<file path="src/rtl/lsu_pkg.sv">
// Shared types and constants for the load/store unit: FSM states, access sizes,
// store byte patterns and the size-to-byte-mask helper.
package lsu_pkg;

  typedef enum logic [1:0] {
    IDLE   = 2'd0,
    ACCESS = 2'd1,
    DONE   = 2'd2
  } lsu_state_t;

  localparam logic [1:0] SIZE_B = 2'd0;
  localparam logic [1:0] SIZE_H = 2'd1;
  localparam logic [1:0] SIZE_W = 2'd2;

  localparam logic [3:0] ST_B = 4'b0001;
  localparam logic [3:0] ST_H = 4'b0011;
  localparam logic [3:0] ST_W = 4'b1111;

  function automatic logic [3:0] size_mask(input logic [1:0] size);
    case (size)
      SIZE_B:  return 4'b0001;
      SIZE_H:  return 4'b0011;
      default: return 4'b1111;
    endcase
  endfunction

  function automatic logic [1:0] store_size(input logic [3:0] pat);
    case (pat)
      ST_W:    return SIZE_W;
      ST_H:    return SIZE_H;
      default: return SIZE_B;
    endcase
  endfunction

endpackage

</file>
<file path="src/rtl/lsu_load_align.sv">
// Load data alignment: shifts the addressed lane down to bit 0 and sign- or
// zero-extends byte and half loads to 32 bits.
module lsu_load_align
  import lsu_pkg::*;
(
  input  logic [31:0] bus_rdata_i,
  input  logic [1:0]  off_i,
  input  logic [1:0]  size_i,
  input  logic        signed_i,
  output logic [31:0] data_o
);

  logic [31:0] shifted;

  always_comb begin
    shifted = bus_rdata_i >> {off_i, 3'b000};
    case (size_i)
      SIZE_B:  data_o = {{24{signed_i & shifted[7]}}, shifted[7:0]};
      SIZE_H:  data_o = {{16{signed_i & shifted[15]}}, shifted[15:0]};
      default: data_o = shifted;
    endcase
  end

endmodule

</file>
<file path="src/rtl/load_store_unit.sv">
// Load/store unit: one word-aligned data-bus transaction per accepted command.
// Define LSU_MISALIGN_TRAP_EN to trap misaligned half/word accesses instead of
// forcing them to natural alignment.
module load_store_unit
  import lsu_pkg::*;
#(
  parameter int TIMEOUT_CYC = 255
) (
  input  logic        clk,
  input  logic        rst,
  input  logic        start,
  input  logic        mem_read,
  input  logic [3:0]  mem_write,
  input  logic [1:0]  read_size,
  input  logic        read_signed,
  input  logic [31:0] addr,
  input  logic [31:0] wdata,
  output logic        busy,
  output logic        done,
  output logic        err,
  output logic [31:0] rdata,
  output logic        bus_req,
  output logic        bus_we,
  output logic [31:0] bus_addr,
  output logic [3:0]  bus_be,
  output logic [31:0] bus_wdata,
  input  logic        bus_ack,
  input  logic [31:0] bus_rdata
);

  localparam int CW = (TIMEOUT_CYC < 2) ? 1 : $clog2(TIMEOUT_CYC);

  lsu_state_t  state_q, state_d;
  logic [CW-1:0] cnt_q, cnt_d;
  logic        err_q, err_d;
  logic [31:0] rdata_q, addr_q, wdata_q;
  logic        we_q, sgn_q;
  logic [3:0]  be_q;
  logic [1:0]  size_q, off_q;
  logic [31:0] load_data;

  logic        illegal, noop, trap, accept;
  logic [1:0]  acc_size, off_eff;

  // Command decode, evaluated on the raw inputs while IDLE.
  always_comb begin
    illegal  = (mem_read && (mem_write != 4'b0000)) || (read_size == 2'd3) ||
               !(mem_write inside {4'b0000, ST_B, ST_H, ST_W});
    noop     = !mem_read && (mem_write == 4'b0000);
    acc_size = mem_read ? read_size : store_size(mem_write);
`ifdef LSU_MISALIGN_TRAP_EN
    trap     = ((acc_size == SIZE_H) && addr[0]) ||
               ((acc_size == SIZE_W) && (addr[1:0] != 2'b00));
    off_eff  = addr[1:0];
`else
    trap     = 1'b0;
    case (acc_size)
      SIZE_H:  off_eff = {addr[1], 1'b0};
      SIZE_W:  off_eff = 2'b00;
      default: off_eff = addr[1:0];
    endcase
`endif
    accept   = (state_q == IDLE) && start && !illegal && !trap && !noop;
  end

  always_ff @(posedge clk or posedge rst) begin
    if (rst) begin
      state_q <= IDLE;
      cnt_q   <= '0;
      err_q   <= 1'b0;
    end else begin
      state_q <= state_d;
      cnt_q   <= cnt_d;
      err_q   <= err_d;
    end
  end

  // Ack wins over timeout when both land in the last allowed cycle.
  always_comb begin
    state_d = state_q;
    cnt_d   = cnt_q;
    err_d   = err_q;
    case (state_q)
      IDLE: begin
        if (start) begin
          cnt_d = '0;
          err_d = 1'b0;
          if (illegal || trap) begin
            state_d = DONE;
            err_d   = 1'b1;
          end else if (noop) begin
            state_d = DONE;
          end else begin
            state_d = ACCESS;
          end
        end
      end
      ACCESS: begin
        if (bus_ack) begin
          state_d = DONE;
          err_d   = 1'b0;
        end else if (cnt_q == CW'(TIMEOUT_CYC - 1)) begin
          state_d = DONE;
          err_d   = 1'b1;
        end else begin
          cnt_d = cnt_q + 1'b1;
        end
      end
      DONE:    state_d = IDLE;
      default: state_d = IDLE;
    endcase
  end

  always_comb begin
    busy    = (state_q != IDLE);
    done    = (state_q == DONE);
    bus_req = (state_q == ACCESS);
    err     = err_q && (state_q == DONE);
  end

  always_ff @(posedge clk or posedge rst) begin
    if (rst) begin
      rdata_q <= '0;
      addr_q  <= '0;
      wdata_q <= '0;
      we_q    <= 1'b0;
      be_q    <= 4'b0000;
      size_q  <= SIZE_B;
      off_q   <= 2'b00;
      sgn_q   <= 1'b0;
    end else begin
      if (accept) begin
        addr_q  <= {addr[31:2], 2'b00};
        we_q    <= !mem_read;
        be_q    <= mem_read ? (size_mask(read_size) << off_eff) : (mem_write << off_eff);
        wdata_q <= wdata << {off_eff, 3'b000};
        size_q  <= acc_size;
        off_q   <= off_eff;
        sgn_q   <= read_signed;
      end
      if ((state_q == ACCESS) && bus_ack && !we_q) begin
        rdata_q <= load_data;
      end
    end
  end

  lsu_load_align u_align (
    .bus_rdata_i (bus_rdata),
    .off_i       (off_q),
    .size_i      (size_q),
    .signed_i    (sgn_q),
    .data_o      (load_data)
  );

  assign rdata     = rdata_q;
  assign bus_we    = we_q;
  assign bus_addr  = addr_q;
  assign bus_be    = be_q;
  assign bus_wdata = wdata_q;

endmodule

</file>
<file path="config.mk">
export PLATFORM = sky130hd
export DESIGN_NAME = load_store_unit
export DESIGN_NICKNAME = d
export VERILOG_FILES = /design/src/rtl/lsu_pkg.sv /design/src/rtl/lsu_load_align.sv /design/src/rtl/load_store_unit.sv
export SDC_FILE = /design/constraint.sdc
export NUM_CORES = 1
export LEC_CHECK = 0
export ABC_AREA = 1
export BUFFER_PORTS_ARGS = -buffer_cell sky130_fd_sc_hd__buf_2
export CORE_MARGIN = 5
export CORE_UTILIZATION = 40
export DETAILED_ROUTE_END_ITERATION = 7
export PLACE_DENSITY = 0.76
export SETUP_SLACK_MARGIN = 0.1
export SKIP_LAST_GASP = 1
export SLEW_MARGIN = 20
export SYNTH_ARGS = -nofsm -noshare
export SYNTH_HDL_FRONTEND = slang
export SYNTH_SLANG_ARGS = --single-unit
</file>
<file path="constraint.sdc">
create_clock -name clk -period 7.3 [get_ports clk]
set_input_delay 1.46 -clock clk [delete_from_list [all_inputs] [get_ports clk]]
set_output_delay 1.46 -clock clk [all_outputs]
set_load 0.005 [all_outputs]
</file>
* Word level (Yosys, flattened, before mapping)
Cells that the tools add are included.
** Storage, ports and cells
- Output and inout port bits :: 105
- Input bits :: 108
- Register bits after elaboration :: 115
** Operators by class
- Bitwise gates (word level) :: 2
- Add/sub/neg operators :: 1
- Shift operators :: 4
- Multiplexer cells :: 22
- Eq/ne operators :: 15
- Reductions and logical operators :: 26
** Operator list (count)
- $pmux W32 S2 :: 1
- $shl A32 B5 Y32 :: 1
- $shr A32 B5 Y32 :: 1
- $mux W8 :: 3
- $pmux W8 S2 :: 1
- $mux W2 :: 6
- $pmux W2 S2 :: 3
- $add A8 B1 Y8 const B :: 1
- $eq A2 B1 Y1 const B :: 4
- $eq A8 B8 Y1 const B :: 1
- $logic_and A1 B1 Y1 :: 8
- $mux W4 :: 2
- $pmux W4 S2 :: 1
- $reduce_bool A4 Y1 :: 2
- $shl A4 B2 Y4 :: 2
- $eq A2 B2 Y1 const B :: 3
- $logic_not A2 Y1 :: 3
- $ne A2 B2 Y1 const B :: 3
- $logic_not A1 Y1 :: 5
- $eq A4 B1 Y1 const B :: 1
- $eq A4 B2 Y1 const B :: 1
- $eq A4 B4 Y1 const B :: 1
- $logic_not A4 Y1 :: 1
- $mux W1 :: 4
- other kinds (8) :: 11

* Longest topological paths before layout
Gate-level depths: netlist of the first run.
- Depth in word-level cells :: 10
- Gate-level depth with buffers :: 15
- Depth with buffers taken out :: 14

* Hierarchy
A second synthesis of the first run with hierarchy kept.
** Second synthesis, totals
- Cell total of the unflattened synthesis :: 877
- Area, all modules :: 6386.1 um^2
** By module, submodules not included
- load_store_unit :: cells each 704, sequential area each 2877.8 um^2, area each 5576.6 um^2, times used 1
- lsu_load_align :: cells each 173, sequential area each 0.0 um^2, area each 809.5 um^2, times used 1

* Least setup slack after synthesis of the first run
OpenSTA, ideal clock, no wires.
- Path kind :: in2reg
- Start point :: in mem_read
- End point :: reg wdata_q[16], in the netlist bus_wdata[16]
- Setup slack :: 4.119 ns
- Setup time :: 0.117 ns
- Data arrival time :: 3.064 ns
- Stages :: 13
- Buffers on the path :: 3
- Cell sequence :: buf_2 nand2_1 o21ai_0 inv_1 ha_1 nand2_1 inv_1 buf_2 buf_2 o211ai_1 o21ai_0 nand2_1 nand2_1
** Between the ends
- Longest elaborated chain between the ends :: 6
- Elaborated cells between the ends (all ways) :: 14
- Classes of those cells :: 2 x eq/ne; 1 x shift; 2 x mux; 9 x reduce/logical
** RTL lines
- start, declared :: RTL line load_store_unit.sv:12 : input logic mem_read,
- branches (longest 6 deep; another with $shl A32 B5 Y32)
- end signal, assigned :: RTL line load_store_unit.sv:136 : wdata_q <= wdata << {off_eff, 3'b000};
- end, declared :: RTL line load_store_unit.sv:36 : logic [31:0] rdata_q, addr_q, wdata_q;
Parallel ways; which one is timed is not known.
A chain may end at the register's enable or synchronous reset.

* Worst setup path in the final report of the first run
- Start point :: in mem_write[0]
- End point :: reg be_q[3], in the netlist bus_be[3]
** Between the ends
- Longest elaborated chain between the ends :: 7
- Elaborated cells between the ends (all ways) :: 23
- Classes of those cells :: 5 x eq/ne; 2 x shift; 4 x mux; 12 x reduce/logical
** RTL lines
- start, declared :: RTL line load_store_unit.sv:13 : input logic [3:0] mem_write,
- $eq A4 B2 Y1, or another cell as far along :: RTL line lsu_pkg.sv:28, load_store_unit.sv:48
- $pmux W2 S2, or another cell as far along :: RTL line lsu_pkg.sv:28 : case (pat)
- $mux W2, or another cell as far along :: RTL line load_store_unit.sv:50 : acc_size = mem_read ? read_size : store_size(mem_write);
- $eq A2 B2 Y1, or another cell as far along :: RTL line load_store_unit.sv:57 : case (acc_size)
- $pmux W2 S2 or $logic_not A1 Y1 (tied branches) :: RTL line load_store_unit.sv:57, load_store_unit.sv:63
- $shl A4 B2 Y4 or $logic_and A1 B1 Y1 (tied branches) :: RTL line load_store_unit.sv:135, load_store_unit.sv:63
- $mux W4 or $logic_and A1 B1 Y1 (tied branches) :: RTL line load_store_unit.sv:135, load_store_unit.sv:63
- end signal, assigned :: RTL line load_store_unit.sv:135 : be_q <= mem_read ? (size_mask(read_size) << off_eff) : (mem_write << off_eff);
- end, declared :: RTL line load_store_unit.sv:38 : logic [3:0] be_q;
Parallel ways exist; a longest one is shown, timed or not.

==> reports/metrics.csv, run 1 <==
metric,value,unit
cts_resized,0,
wirelength_met1,8.12,mm
ant_nets,0,
cp_top_family,buffers and inverters,
holdWs,0.474,ns
yosysSeqAreaShare,45.7,%
ys_seq_elements,115,
start_util,41.1,%
r2r_slack,4.39,ns
setup_tns,0,ns
cp-start-kind,primary input,
path_cells,buf_2 > nand2_1 > clkinv_1 > nand2_1 > o21ai_0 > inv_1 > ha_1 > nand2_2 > inv_1 > o21ai_0 > nand2_1 > nand2_1 > nand2_1 > nand2_1 > nand2_1,
min-delay-start,bus_addr[16],
final_nets,1154,
gp_routability_congestion,0.869,
cp.required,7.64,ns
cp_data_arrival_time,4.22,ns
crit_buf_inv,4,
cp_max_fo,37,
final_cell_mix,"nand2_1, buf_2, dfrtp_1",
slew_viol_final,0,
grt_pass1_wl,29.6,mm
area.growth.synth_to_final,26.4,%
end_kind,flop,
first_pass_iters,8,
comb_power_share,32.3,%
synthTopCellsByArea,"dfrtp_1, nand2_1, nand3_1, or2_2, inv_1",
power.internal,1.90,mW
place_area,0.00733,mm²
pre_cts_slack,2.65,ns
syn_area_per_cell,7.32,µm²
die-area,0.0183,mm²
fillers,1526,
synth_top_area_share,45.7,%
via_per_inst,4.85,
reg2reg_to,rdata[15],
num_rows,45,
violations,design-rule violations,
grt_max_degree,73,
min_path_cells,2,
p_per_area,363,mW/mm²
met2WireLength,8.28,mm
core_area,0.0153,mm²
layout_commonest_cell,nand2_1,
drc,1,
stdcell_area,0.00795,mm²
htreeDepth,4,
pwr-share-seq,37.3,%
synthArstFlopShare,100,%
grt_overflow,0,
setup-violations-final,0,
maxCapViolations,0,
port_buffers,210,
diodes,0,
cts_tree,done,
place_inst,1235,
numCtsBuffers,17,
outcome,"complete, but fails checks",
totalWireLength,18.2,mm
ys_types,33,
slowest_stage,inv_1,
synth_edf_count,0,
antenna_found_initial,1,
holdPathEnd,bus_addr[16],
grt_pass1_vias,5951,
clk_latency,0.41,ns
clkPwrFrac,30.4,%
period_share,53.2,%
dieWidth,135,µm
postCtsSetupRepairBufs,0,
drive_above_1_share,27.9,%
netSwitchingPower,0.993,mW
finalNonFillerCells,1267,
clockBufferDepth,2,
hpwl,12.7,mm
p_total,2.89,mW
relSlewSlack,27.2,%
hold_class,reg2reg,
fin_skew,0.00899,ns
path_class,in2reg,
synthCells,860,
path_clk_slew,0.06,ns
yosysWarnings,0,
fmax,258,MHz
swShare,34.4,%
cts_root_buf,clkbuf_16,
grt_usage,20.1,%
worstReg2RegStart,off_q[0],
holdBufCountCts,0,
min_period,3.88,ns
fin_util,51.9,%
vias,6150,
rsz0062_at_grt,no,
wire_per_inst,14.4,µm
layout_setup_ws,3.42,ns
met3_length,1.53,mm
synth_area_leader_cell,dfrtp_1,
clock_sinks,115,
routed.top_layer,met5,
synthFlopType,dfrtp_1,
cp_slowest_stage_delay,0.79,ns
ioPinCount,213,
leakagePower,4.63,nW
die_h,135,µm
netlist_area,0.00629,mm²
drt_iter0_markers,446,
hold_viol_final,0,
r2r_cells,7,
worst_slew_pin_slew,1.09,ns
crit_top_cell,nand2_1,
vdd_drop_max,0.000155,V
-- power groups by stage --
stage               Clock, mW  Combinational [mW]  Sequential, mW
floorplan                   0               0.552            1.06
global placement            0               0.922            1.08
detailed placement          0               0.945            1.08
CTS                     0.894               0.948            1.08
global route            0.921                1.06            1.11
finish                  0.878               0.933            1.08
-- synthesized netlist by cell type, types with 3 or more instances --
cell type / number
ha_1: 3
nor2_2: 4
nand3_1: 48
dfrtp_1: 115
inv_1: 52
nor2_1: 25
nand4_1: 4
a21oi_1: 27
o21a_1: 8
buf_4: 9
o21ai_0: 30
buf_6: 8
or2_2: 32
o21ai_2: 3
a31oi_1: 9
o211ai_1: 22
nand2_1: 407
inv_2: 4
clkbuf_1: 15
buf_2: 18
-- cell type report --
class,instances,area (µm²),area share (%)
multi-input cells,639,2900,36.5
flip-flops and latches,115,2880,36.2
repair buffers,213,1070,13.5
clock buffers,22,464,5.84
well taps,211,264,3.32
inverters,57,216,2.72
clock inverters,10,155,1.95
-- how the worst max path moves through the flow --
stage              endpoint  cells after the start          from  slack [ns]
2_1_floorplan  bus_addr[10]                      1           rst        2.80
3_3_place_gp      bus_be[3]                     15  mem_write[0]        2.79
3_5_place_dp      bus_be[3]                     15  mem_write[0]        2.65
4_1_cts           bus_be[3]                     15  mem_write[0]        3.09
5_1_grt           bus_be[3]                     15  mem_write[0]        3.04
6_report          bus_be[3]                     15  mem_write[0]        3.42
-- sequential cells by signal (all words and copies together), names as in the netlist --
| register | count |
|---|---|
| sgn_q | 1 |
| rdata | 32 |
| bus_wdata | 32 |
| bus_addr | 30 |
| cnt_q | 8 |
| off_q | 2 |
| bus_be | 4 |
| size_q | 2 |
| err_q | 1 |
| state_q | 2 |
| bus_we | 1 |
-- cells by family (layout without fill, tap and decap cells) --
| family | count (synthesis) | after routing | synth area share, % |
|---|---|---|---|
| adders and majority gates | 3 | 3 | 0.597 |
| other | 1 | 2 | 0.0596 |
| AOI/OAI and AO/OA | 103 | 103 | 9.84 |
| and+or+nand+nor | 529 | 529 | 35.3 |
| DFF | 115 | 115 | 45.7 |
| xor gates and xnor gates | 2 | 2 | 0.278 |
| buffers and inverters | 107 | 302 | 8.23 |
-- layer usage --
layer  GRT usage (%)  up-vias
li1                -     3062
met2            31.6      247
met1            27.2     2819
met5               0        -
met3            5.31       20
met4            6.22        2
-- worst min-delay path, stage by stage (launching register included) --
cell     delay, ns
dfrtp_1       0.34
nand2_1       0.05
nand2_1       0.05
No activity file was read; power rests on OpenSTA's default activity.
==> inputs of run 2 (changes only) <==
==> constraint.sdc (replaced) <==
create_clock -name clk -period 4 [get_ports clk]
set_input_delay 0.8 -clock clk [delete_from_list [all_inputs] [get_ports clk]]
set_output_delay 0.8 -clock clk [all_outputs]
set_load 0.005 [all_outputs]
==> run 2 against run 1 <==
Net effect: non-clock buffer count increased by 2; wire length down 1.7%; flip-flop and latch count did not move; sequential share of layout area shrank 0.14 points; power increased by 83%; clock skew fell by 0.0021 ns; final cell count about the same; combinational power increased by 83%; via count grew 0.96%; die area unchanged; clock-buffer cell count shrank 1; the flow now finishes without violations; critical path depth is the same.
==> reports/metrics.csv, run 2 (synthesis gave the netlist of run 1 again) <==
metric,value,unit
end_kind,flop,
multi_input_area,0.00290,mm²
die_h,135,µm
grt_pass1_vias,5937,
clk_latency,0.41,ns
p_per_area,661,mW/mm²
p_total,5.28,mW
fin_skew,0.00692,ns
rsz0062_at_grt,no,
num_rows,45,
hpwl,12.5,mm
drc,0,
relSlewSlack,27.5,%
cp.required,4.34,ns
dieWidth,135,µm
ioPinCount,213,
cp_max_fo,29,
cp_data_arrival_time,3.11,ns
cts_tree,done,
antenna_found_initial,1,
setup-violations-final,0,
postCtsSetupRepairBufs,0,
drive_above_1_share,28.1,%
ant_nets,0,
fmax,361,MHz
cts_resized,0,
vias,6209,
diodes,0,
vdd_drop_max,0.000290,V
clock_sinks,115,
holdBufCountCts,0,
path_clk_slew,0.06,ns
hold_class,reg2reg,
cp-start-kind,primary input,
port_buffers,210,
r2r_cells,6,
hold_viol_final,0,
grt_max_degree,73,
outcome,finished clean,
place_area,0.00736,mm²
crit_end,bus_be[3],
htreeDepth,4,
core_area,0.0153,mm²
finalNonFillerCells,1268,
first_pass_iters,5,
seqCellArea,0.00288,mm²
grt_overflow,0,
die-area,0.0183,mm²
wire_per_inst,14.1,µm
fin_util,52.1,%
final_nets,1156,
period_share,69.2,%
totalWireLength,17.9,mm
area.growth.synth_to_final,26.9,%
reg2reg_to,rdata[10],
fillers,1494,
stdcell_area,0.00799,mm²
r2r_slack,1.35,ns
gp_routability_congestion,0.897,
start_util,41.1,%
place_inst,1237,
grt_pass1_wl,28.9,mm
cts_root_buf,clkbuf_16,
setup_tns,0,ns
grt_usage,19.5,%
maxCapViolations,0,
drt_iter0_markers,469,
min_period,2.77,ns
via_per_inst,4.90,
leakagePower,4.65,nW
startpoint,mem_write[0],
path_class,in2reg,
numCtsBuffers,17,
worstReg2RegStart,state_q[1],
clockBufferDepth,2,
final_cell_mix,"nand2_1, buf_2, dfrtp_1",
worst_slew_pin_slew,1.08,ns
slew_viol_final,0,
layout_commonest_cell,nand2_1,
## run 2: metal layers
layer  track usage, %  share of wire (%)
met1             25.6                 44
met2             30.2                 45
met3             6.17                9.4
met4             7.00                1.6
met5                0              0.078
## run 2: power breakdown
| group | leakage, nW | switching (mW) | internal, mW |
|---|---|---|---|
| clock network | 0.305 | 0.521 | 1.08 |
| logic | 2.86 | 0.952 | 0.758 |
| registers | 1.48 | 0.327 | 1.64 |
| total | 4.65 | 1.80 | 3.48 |
## run 2: layout make-up
type / count / share of cell area (%)
multi-input cells: 639 / 36.3
clock inverters: 10 / 1.94
clock buffers: 21 / 5.89
inverters: 57 / 2.71
repair buffers: 215 / 13.8
well taps: 211 / 3.31
flip-flops and latches: 115 / 36.0
## run 2: per-stage QoR
step	hold WS (ns)	setup WS, ns
3_3_place_gp	0.457	0.934
5_1_grt	0.491	0.920
4_1_cts	0.473	1.25
6_report	0.471	1.23
3_5_place_dp	0.459	0.824
2_1_floorplan	0.442	0.156
## run 2: critical path, cell delays in order
cell and delay (ns):
buf_2 0.12, nand2_1 0.06, clkinv_1 0.05, nand2_1 0.06
o21ai_0 0.25, inv_1 0.08, ha_1 0.31, nand2_1 0.07
inv_1 0.61, o21ai_0 0.28, nand2_1 0.13, nand2_1 0.05
nand2_1 0.08, nand2_1 0.05, nand2_1 0.09
## run 2: worst min path at each step
stage | startpoint | endpoint | slack, ns | cells past startpoint
after floorplan | err_q | err_q | 0.44 | 2
after global placement | bus_addr[25] | bus_addr[25] | 0.46 | 2
after detailed placement | bus_addr[30] | bus_addr[30] | 0.46 | 2
after CTS | bus_addr[30] | bus_addr[30] | 0.47 | 2
after global routing | rdata[2] | rdata[2] | 0.49 | 2
final | bus_wdata[23] | bus_wdata[23] | 0.47 | 2
